[config.mk]
export PLATFORM = sky130hd
export DESIGN_NAME = layer_sequencer
export DESIGN_NICKNAME = d
export VERILOG_FILES = /design/src/rtl/layer_sequencer.sv
export SDC_FILE = /design/constraint.sdc
export NUM_CORES = 1
export LEC_CHECK = 0
export BUFFER_PORTS_ARGS = -buffer_cell sky130_fd_sc_hd__buf_2
export CAP_MARGIN = 20
export CORE_ASPECT_RATIO = 0.7
export CORE_MARGIN = 1.5
export CORE_UTILIZATION = 45
export DETAILED_ROUTE_END_ITERATION = 10
export REMOVE_ABC_BUFFERS = 1
export SLEW_MARGIN = 40
export SYNTH_ARGS = -nofsm -noshare
export SYNTH_HDL_FRONTEND = slang
export SYNTH_SLANG_ARGS = --single-unit
[constraint.sdc]
create_clock -name clk -period 6.9 [get_ports clk]
set_input_delay 0.345 -clock clk [delete_from_list [all_inputs] [get_ports clk]]
set_output_delay 0.345 -clock clk [all_outputs]
set_load 0.02 [all_outputs]
[src/rtl/layer_sequencer.sv]
// layer_sequencer
// Table-driven layer scheduler for the CNN layer engine and data-transfer
// engine. The host fills a small descriptor table and pulses start. The block
// then resets the engines, waits for each rising layer_ready, and presents the
// next descriptor on cfg_bus until the table is exhausted or a terminator
// descriptor (type 0 or 9) is met. It also counts run cycles.
module layer_sequencer #(
  parameter int MAX_LAYERS = 8,
  parameter int IDX_W      = 3,
  parameter int DESC_W     = 64,
  parameter int TIMEOUT    = 2**20
) (
  input  logic              clk,
  input  logic              rst,
  input  logic              cfg_we,
  input  logic [IDX_W-1:0]  cfg_addr,
  input  logic [DESC_W-1:0] cfg_data,
  input  logic [IDX_W:0]    num_layers,
  input  logic              start,
  input  logic              layer_ready,
  output logic              eng_rst,
  output logic [3:0]        layer_type,
  output logic [3:0]        pre_layer_type,
  output logic [IDX_W:0]    layer_num,
  output logic [DESC_W-1:0] cfg_bus,
  output logic              busy,
  output logic              done,
  output logic              err,
  output logic [23:0]       cycle_cnt
);

  localparam int                TMR_W     = $clog2(TIMEOUT + 1);
  localparam logic [3:0]        TYPE_INIT = 4'd0;
  localparam logic [3:0]        TYPE_DONE = 4'd9;
  localparam logic [IDX_W:0]    MAX_NUM   = (IDX_W+1)'(MAX_LAYERS);
  localparam logic [IDX_W:0]    NUM_ZERO  = (IDX_W+1)'(0);
  localparam logic [IDX_W:0]    NUM_ONE   = (IDX_W+1)'(1);
  localparam logic [TMR_W-1:0]  TMR_ZERO  = TMR_W'(0);
  localparam logic [TMR_W-1:0]  TMR_ONE   = TMR_W'(1);
  localparam logic [TMR_W-1:0]  TMR_LAST  = TMR_W'(TIMEOUT - 1);
  localparam logic [23:0]       CNT_MAX   = 24'hFFFFFF;

  typedef enum logic [2:0] {
    S_IDLE  = 3'd0,
    S_RST   = 3'd1,
    S_WAIT  = 3'd2,
    S_LOAD  = 3'd3,
    S_DONE  = 3'd4,
    S_ERROR = 3'd5
  } state_t;

  // Descriptor table and its registered read port
  logic [DESC_W-1:0] desc_mem_r [MAX_LAYERS];
  logic [DESC_W-1:0] rd_data_r;
  logic              rd_en_s;

  // Registered state
  state_t            state_r,          state_s;
  logic              rst_cnt_r,        rst_cnt_s;
  logic [TMR_W-1:0]  timer_r,          timer_s;
  logic              ready_q_r;
  logic [IDX_W:0]    num_layers_r,     num_layers_s;
  logic [IDX_W:0]    layer_num_r,      layer_num_s;
  logic [3:0]        layer_type_r,     layer_type_s;
  logic [3:0]        pre_layer_type_r, pre_layer_type_s;
  logic [DESC_W-1:0] cfg_bus_r,        cfg_bus_s;
  logic              busy_r,           busy_s;
  logic              done_r,           done_s;
  logic              err_r,            err_s;
  logic              eng_rst_r,        eng_rst_s;
  logic [23:0]       cycle_cnt_r,      cycle_cnt_s;

  // Combinational helpers
  logic              rise_s;
  logic              stop_desc_s;
  logic [IDX_W:0]    num_clamp_s;
  logic [3:0]        rd_type_s;

  assign rise_s      = layer_ready & ~ready_q_r;
  assign rd_type_s   = rd_data_r[3:0];
  assign stop_desc_s = (rd_type_s == TYPE_INIT) || (rd_type_s == TYPE_DONE);
  assign num_clamp_s = (num_layers > MAX_NUM) ? MAX_NUM : num_layers;

  // Host writes into the descriptor table; locked out while a run is active
  always_ff @(posedge clk) begin
    if (cfg_we && !busy_r) begin
      desc_mem_r[cfg_addr] <= cfg_data;
    end
  end

  // Registered table read, issued when a layer edge selects the next descriptor
  always_ff @(posedge clk) begin
    if (rd_en_s) begin
      rd_data_r <= desc_mem_r[layer_num_r[IDX_W-1:0]];
    end
  end

  // Next-state and next-output computation for the sequencing FSM
  always_comb begin
    state_s          = state_r;
    rst_cnt_s        = rst_cnt_r;
    timer_s          = timer_r;
    num_layers_s     = num_layers_r;
    layer_num_s      = layer_num_r;
    layer_type_s     = layer_type_r;
    pre_layer_type_s = pre_layer_type_r;
    cfg_bus_s        = cfg_bus_r;
    busy_s           = busy_r;
    done_s           = done_r;
    err_s            = err_r;
    eng_rst_s        = eng_rst_r;
    cycle_cnt_s      = cycle_cnt_r;
    rd_en_s          = 1'b0;

    // Run-time counter: every busy cycle, saturating
    if (busy_r && (cycle_cnt_r != CNT_MAX)) begin
      cycle_cnt_s = cycle_cnt_r + 24'd1;
    end else begin
      cycle_cnt_s = cycle_cnt_r;
    end

    case (state_r)
      S_IDLE, S_DONE, S_ERROR: begin
        if (start) begin
          state_s      = S_RST;
          num_layers_s = num_clamp_s;
          done_s       = 1'b0;
          err_s        = 1'b0;
          cycle_cnt_s  = 24'd0;
          busy_s       = 1'b1;
          layer_num_s  = NUM_ZERO;
          layer_type_s = TYPE_INIT;
          eng_rst_s    = 1'b1;
          rst_cnt_s    = 1'b0;
        end else begin
          state_s = state_r;
        end
      end

      // Engines held in reset for two cycles before the init layer runs
      S_RST: begin
        if (rst_cnt_r) begin
          state_s   = S_WAIT;
          eng_rst_s = 1'b0;
          timer_s   = TMR_ZERO;
        end else begin
          rst_cnt_s = 1'b1;
        end
      end

      S_WAIT: begin
        if (rise_s) begin
          if (layer_num_r == num_layers_r) begin
            state_s      = S_DONE;
            layer_type_s = TYPE_DONE;
            busy_s       = 1'b0;
            done_s       = 1'b1;
            eng_rst_s    = 1'b0;
          end else begin
            rd_en_s = 1'b1;
            state_s = S_LOAD;
          end
        end else if (timer_r == TMR_LAST) begin
          state_s   = S_ERROR;
          busy_s    = 1'b0;
          err_s     = 1'b1;
          eng_rst_s = 1'b1;
        end else begin
          timer_s = timer_r + TMR_ONE;
        end
      end

      // Descriptor is now on rd_data_r; a terminator ends the run unissued
      S_LOAD: begin
        if (stop_desc_s) begin
          state_s      = S_DONE;
          layer_type_s = TYPE_DONE;
          busy_s       = 1'b0;
          done_s       = 1'b1;
          eng_rst_s    = 1'b0;
        end else begin
          pre_layer_type_s = layer_type_r;
          layer_type_s     = rd_type_s;
          cfg_bus_s        = rd_data_r;
          layer_num_s      = layer_num_r + NUM_ONE;
          timer_s          = TMR_ZERO;
          state_s          = S_WAIT;
        end
      end

      default: begin
        state_s   = S_IDLE;
        busy_s    = 1'b0;
        eng_rst_s = 1'b1;
      end
    endcase
  end

  // State and output registers, synchronous reset
  always_ff @(posedge clk) begin
    if (rst) begin
      state_r          <= S_IDLE;
      rst_cnt_r        <= 1'b0;
      timer_r          <= TMR_ZERO;
      ready_q_r        <= 1'b0;
      num_layers_r     <= NUM_ZERO;
      layer_num_r      <= NUM_ZERO;
      layer_type_r     <= 4'd0;
      pre_layer_type_r <= 4'd0;
      cfg_bus_r        <= {DESC_W{1'b0}};
      busy_r           <= 1'b0;
      done_r           <= 1'b0;
      err_r            <= 1'b0;
      eng_rst_r        <= 1'b1;
      cycle_cnt_r      <= 24'd0;
    end else begin
      state_r          <= state_s;
      rst_cnt_r        <= rst_cnt_s;
      timer_r          <= timer_s;
      ready_q_r        <= layer_ready;
      num_layers_r     <= num_layers_s;
      layer_num_r      <= layer_num_s;
      layer_type_r     <= layer_type_s;
      pre_layer_type_r <= pre_layer_type_s;
      cfg_bus_r        <= cfg_bus_s;
      busy_r           <= busy_s;
      done_r           <= done_s;
      err_r            <= err_s;
      eng_rst_r        <= eng_rst_s;
      cycle_cnt_r      <= cycle_cnt_s;
    end
  end

  assign eng_rst        = eng_rst_r;
  assign layer_type     = layer_type_r;
  assign pre_layer_type = pre_layer_type_r;
  assign layer_num      = layer_num_r;
  assign cfg_bus        = cfg_bus_r;
  assign busy           = busy_r;
  assign done           = done_r;
  assign err            = err_r;
  assign cycle_cnt      = cycle_cnt_r;

endmodule

# After elaboration in Yosys (flattened, before gate mapping)
# Memories as Yosys holds them, arrays and structs flattened. A register that Yosys moved wholly into a read port is not among the register bits.
# Index checks and enable logic that the tools add are counted.
[word_totals]
reg_bits = 134
mem_bits_rw = 512
input_bits = 76
out_inout_bits = 104
elab_cells = 112
mem_count = 1
[mem_list]
columns = ["name", "depth", "width", "rd", "rd_ports_with_merged_regs", "write_ports", "line_no", "text"]
rows = [
  ["desc_mem_r", 8, 64, 1, 1, 1, "53", "logic [DESC_W-1:0] desc_mem_r [MAX_LAYERS];"],
]
[classes]
n_addsub = 3
magnitude_cmp = 1
n_eq_ne = 20
n_mux = 46
bitwise_logic = 4
reduce_logical = 23
[ops]
columns = ["op", "count"]
rows = [
  ["21-bit 2-to-1 mux", 4],
  ["24-bit 2-to-1 mux", 3],
  ["21-bit one-hot mux with 3 select lines", 1],
  ["24-bit by 1-bit adder with 24-bit output (second input constant)", 1],
  ["4-bit 2-to-1 mux", 6],
  ["24-bit inequality test (second input constant)", 1],
  ["21-bit by 1-bit adder with 21-bit output (second input constant)", 1],
  ["21-bit by 20-bit == test with 1-bit output (second input constant)", 1],
  ["5-bit AND reduction", 4],
  ["1-bit 2-to-1 mux", 18],
  ["3-bit 2-to-1 mux", 6],
  ["2-bit inequality test (second input constant)", 9],
  ["3-bit one-hot mux with 4 select lines", 1],
  ["4-bit one-hot mux with 3 select lines", 1],
  ["1-bit one-hot mux with 4 select lines", 2],
  ["4-bit one-hot mux with 2 select lines", 1],
  ["4-bit AND reduction", 2],
  ["3-bit by 2-bit == test with 1-bit output (second input constant)", 2],
  ["3-bit == test (second input constant)", 2],
  ["3-bit inequality test (second input constant)", 2],
  ["2-bit AND reduction", 3],
  ["3-bit AND reduction", 2],
  ["2-bit nonzero test", 3],
  ["3-bit nonzero test", 2],
  ["15 further kinds", 19],
]

# Longest topological paths before layout
[logic_depth]
ltp_word = 5
depth_mapped = 8
depth_no_buf = 6

# Least setup slack after synthesis
# Ideal clock, no wire load.
[synth_timing]
kind = "register -> register"
start = "register busy_r (netlist: busy)"
end = "memory desc_mem_r[2][0] (enable)"
setup_time_ps = 651
t_arrival_ps = 6782
required_ps = 6249
path_slack_ps = -533
stages_incl_launch_ff = 3
path_buffers = 1
period_less_slack_ps = 7433
cell_sequence = "dfxtp_1 buf_2 nor4_1"
[synth_between]
elab_chain_len = 4
[synth_rtl]
columns = ["item", "line_no", "text"]
rows = [
  ["start: declaration", "67", "logic busy_r, busy_s;"],
  ["start signal: assignment", "226", "busy_r <= busy_s;"],
  ["1-bit logical NOT", "86", "if (cfg_we && !busy_r) begin"],
  ["1-bit logical AND", "86", ""],
  ["1-bit 2-to-1 mux", "86", ""],
  ["1-bit 2-to-1 mux (implied by the code)", "87", "desc_mem_r[cfg_addr] <= cfg_data;"],
  ["end: declaration", "53", ""],
]
# No other way between the ends.

# Final worst setup path
[layout_timing]
start = "register layer_num_r[0] (netlist: layer_num[0])"
end = "output layer_num[0]"
[layout_rtl]
columns = ["item", "line_no", "text"]
rows = [
  ["start: declaration", "63", "logic [IDX_W:0] layer_num_r, layer_num_s;"],
  ["start signal: assignment", "222", "layer_num_r <= layer_num_s;"],
  ["end: declaration", "24", "output logic [IDX_W:0] layer_num,"],
]
# No word-level cell between the ends.

==> reports/qor.yml <==
maxCapViolCount: 0
seq_area_frac_synth_pct: 74.6
finalMaxSlewViolations: 0
synth_area_leaders: "edfxtp_1 (65%), mux4_2 (11%), dfxtp_1 (10%)"
fin_area_sq_mm: 0.0317
cts_tree: "done"
worstSetupPathType: "flop to output pin"
fillers: 4639
rr_worst_depth: 5
r2r_slack_ns: 4.21
ys.flop_type: "edfxtp_1"
via_per_inst: 5.48
core-area_sq_mm: 0.0586
yosysTopAreaCell: "edfxtp_1"
cp-endpoint: "layer_num[0]"
io_pins: 180
drc: 0
drt_iter0_drc: 1136
cts_root_buffer: "clkbuf_16"
period_needed_ns: 2.75
swShare_pct: 20.3
postLayoutCoreUtil_pct: 54.1
dieArea_sq_mm: 0.0610
dr.pass1.iters: 6
max_slew_margin_pct: 46.8
clkTransAtPathRegs_ns: 0.06
setup_viol: 0
place.gp.congestion: 0.825
min_path_type: "input pin to flop"
ys_warn_count: 0
io_buffer_count: 179
grt_max_degree: 64
yosysMostFrequentCell: "edfxtp_1"
synthCells: 1515
placed_area_sq_mm: 0.0287
clock_latency_ns: 0.60
p_int_w: 0.00720
r2r-end: "busy$_SDFFE_PP0P_"
synth_edf_count: 576
cts_sinks: 710
outcome: "complete, no violations"
placed_cells: 2446
grt.total_usage_pct: 19.1
hold_depth: 1
p_comb_share_pct: 3.6
p_leak_nw: 10.3
grt_pass1_wl_um: 87500
clk_path_buf_depth: 3
area_growth_pct: 18.3
cts_buffers: 70
async_reset_ff_share_pct: 0
dp_hpwl_um: 32200
yosys_register_bits: 710
hold_violations: 0
synth_top_area_share_pct: 64.5
fin_setup_tns_ns: 0
vias: 14425
antenna_found_initial: 6
grt_pass1_vias: 14339
cp.arrival_ns: 2.41
reg2reg_from: "state_r[1]$_SDFFE_PP0P_"
critPathCaptureType: "output pin"
drive_above_1_share_pct: 29.1
switchingPower_w: 0.00183
ant_nets: 0
vdd_drop_max_uv: 192
stdcell_count: 2633
crit_path_max_fanout: 43
wirelength_um: 57600
syn_avg_cell_area_sq_um: 17.7
initial_core_util_pct: 45.7
fin_worst_skew_ns: 0.0197
required_ns: 6.55
max_freq_mhz: 363
rows: 74
crit_start: "layer_num[0]$_SDFFE_PP0P_"
netlist_area_sq_mm: 0.0268
rsz0062_at_grt: "no"
nNetsFinal: 1854
worst_slew_pin_slew_ns: 0.790
start_kind: "flop"
seqPwrFrac_pct: 52.5
yosys-top-cells-count: "edfxtp_1 (576), nand2_1 (166), dfxtp_1 (134)"
cts_resized: 0
wire_per_inst_um: 21.9
yosysUniqueCellTypes: 63
htreeDepth: 3
overflow: 0
fp.dieW_um: 295
clockPowerShare_pct: 43.9
die_h_um: 207
powerDensity_mw_per_mm2: 285
post-route-period-util_pct: 39.9
[worst max-delay path, cell delays in order, from the launching register on]
cell and delay (ns):
dfxtp_4 0.67, buf_12 0.27, buf_6 0.51, buf_2 0.28
[flip-flops by register name (all words and copies together) (netlist names)]
signal          cells
done                1
layer_type          4
layer_num           4
pre_layer_type      4
rst_cnt_r           1
rd_data_r          64
desc_mem_r        512
err                 1
num_layers_r        4
eng_rst             1
timer_r            21
state_r             3
busy                1
ready_q_r           1
cfg_bus            64
cycle_cnt          24
[metal layers]
metal	vias up	share of wire [%]	track usage, %	wire length, um
met2	368	49	30.8	28100
met4	6	1.7	4.91	980
met3	79	4.7	3.43	2680
met1	7444	45	26.8	25800
li1	6528	-	-	-
met5	-	0.063	0	36
[worst min-delay path by stage]
stage                        startpoint                          end
6_report                   cfg_data[62]  desc_mem_r[4][62]$_DFFE_PP_
5_1_grt                    cfg_data[62]  desc_mem_r[4][62]$_DFFE_PP_
4_1_cts                    cfg_data[62]  desc_mem_r[4][62]$_DFFE_PP_
3_5_place_dp   cfg_bus[53]$_SDFFE_PP0P_     cfg_bus[53]$_SDFFE_PP0P_
3_3_place_gp   cfg_bus[33]$_SDFFE_PP0P_     cfg_bus[33]$_SDFFE_PP0P_
2_1_floorplan                       rst      cfg_bus[0]$_SDFFE_PP0P_
[timing repair]
action | 4_1_cts | 5_1_grt
hold buffers | 55 | 0
setup buffers | 0 | 0
hold endpoints to repair | 366 | 0
[cell usage in the layout, fill, tap and decap left out, types with 6 or more instances in the layout]
cell / netlist / final
a21oi_1: 101 / 101
buf_4: 2 / 22
nor2_1: 37 / 34
inv_1: 8 / 8
nand2_1: 166 / 166
dlygate4sd3_1: 0 / 55
clkbuf_1: 55 / 14
or4_1: 9 / 9
clkinv_1: 1 / 10
nand4_1: 18 / 18
xor2_1: 11 / 11
nor4_1: 10 / 8
mux4_2: 128 / 128
mux2_2: 64 / 64
edfxtp_1: 576 / 576
or3_1: 14 / 14
xnor2_1: 11 / 11
buf_2: 15 / 178
o21ai_0: 18 / 18
o31ai_1: 12 / 12
nor3_1: 10 / 6
bufinv_16: 0 / 9
dfxtp_1: 134 / 131
clkinv_2: 0 / 8
clkbuf_16: 0 / 75
and3_1: 7 / 7
nand3_1: 26 / 26
[power groups by stage]
stage | Combinational, W | Sequential (W) | Clock (W)
CTS | 0.000332 | 0.00474 | 0.00406
finish | 0.000328 | 0.00474 | 0.00397
global route | 0.000358 | 0.00475 | 0.00422
global placement | 0.000292 | 0.00483 | 0
detailed placement | 0.000303 | 0.00483 | 0
floorplan | 0.000145 | 0.00485 | 0
[area by class of cell]
class	count	area [sq um]	share of cell area, %
multi-input cells	720	6540	20.6
clock buffers	95	2000	6.30
flip-flops and latches	710	20000	63.0
inverters	9	33.8	0.107
repair buffers	264	1730	5.46
well taps	798	998	3.15
clock inverters	35	413	1.30
diodes	2	5.00	0.0158
[stage by stage]
step                      worst slack, ns  hold slack [ns]  power, W
after global routing                 3.91          0.00639   0.00932
after floorplan                     -2.26            0.414   0.00500
final                                4.15           0.0304   0.00903
after global placement               3.40            0.441   0.00512
after detailed placement             4.16            0.444   0.00514
after CTS                            4.01         0.000166   0.00913
[cells by family after synthesis]
kind of cell | after synthesis | synth area share, %
muxes | 196 | 13.6
adders and majority gates | 3 | 0.140
and+or+nand+nor | 329 | 5.85
AOI/OAI and AO/OA | 170 | 3.84
buffers and inverters | 85 | 1.29
DFF | 710 | 74.6
xor gates and xnor gates | 22 | 0.719
Power figures use the tool's default switching activity.
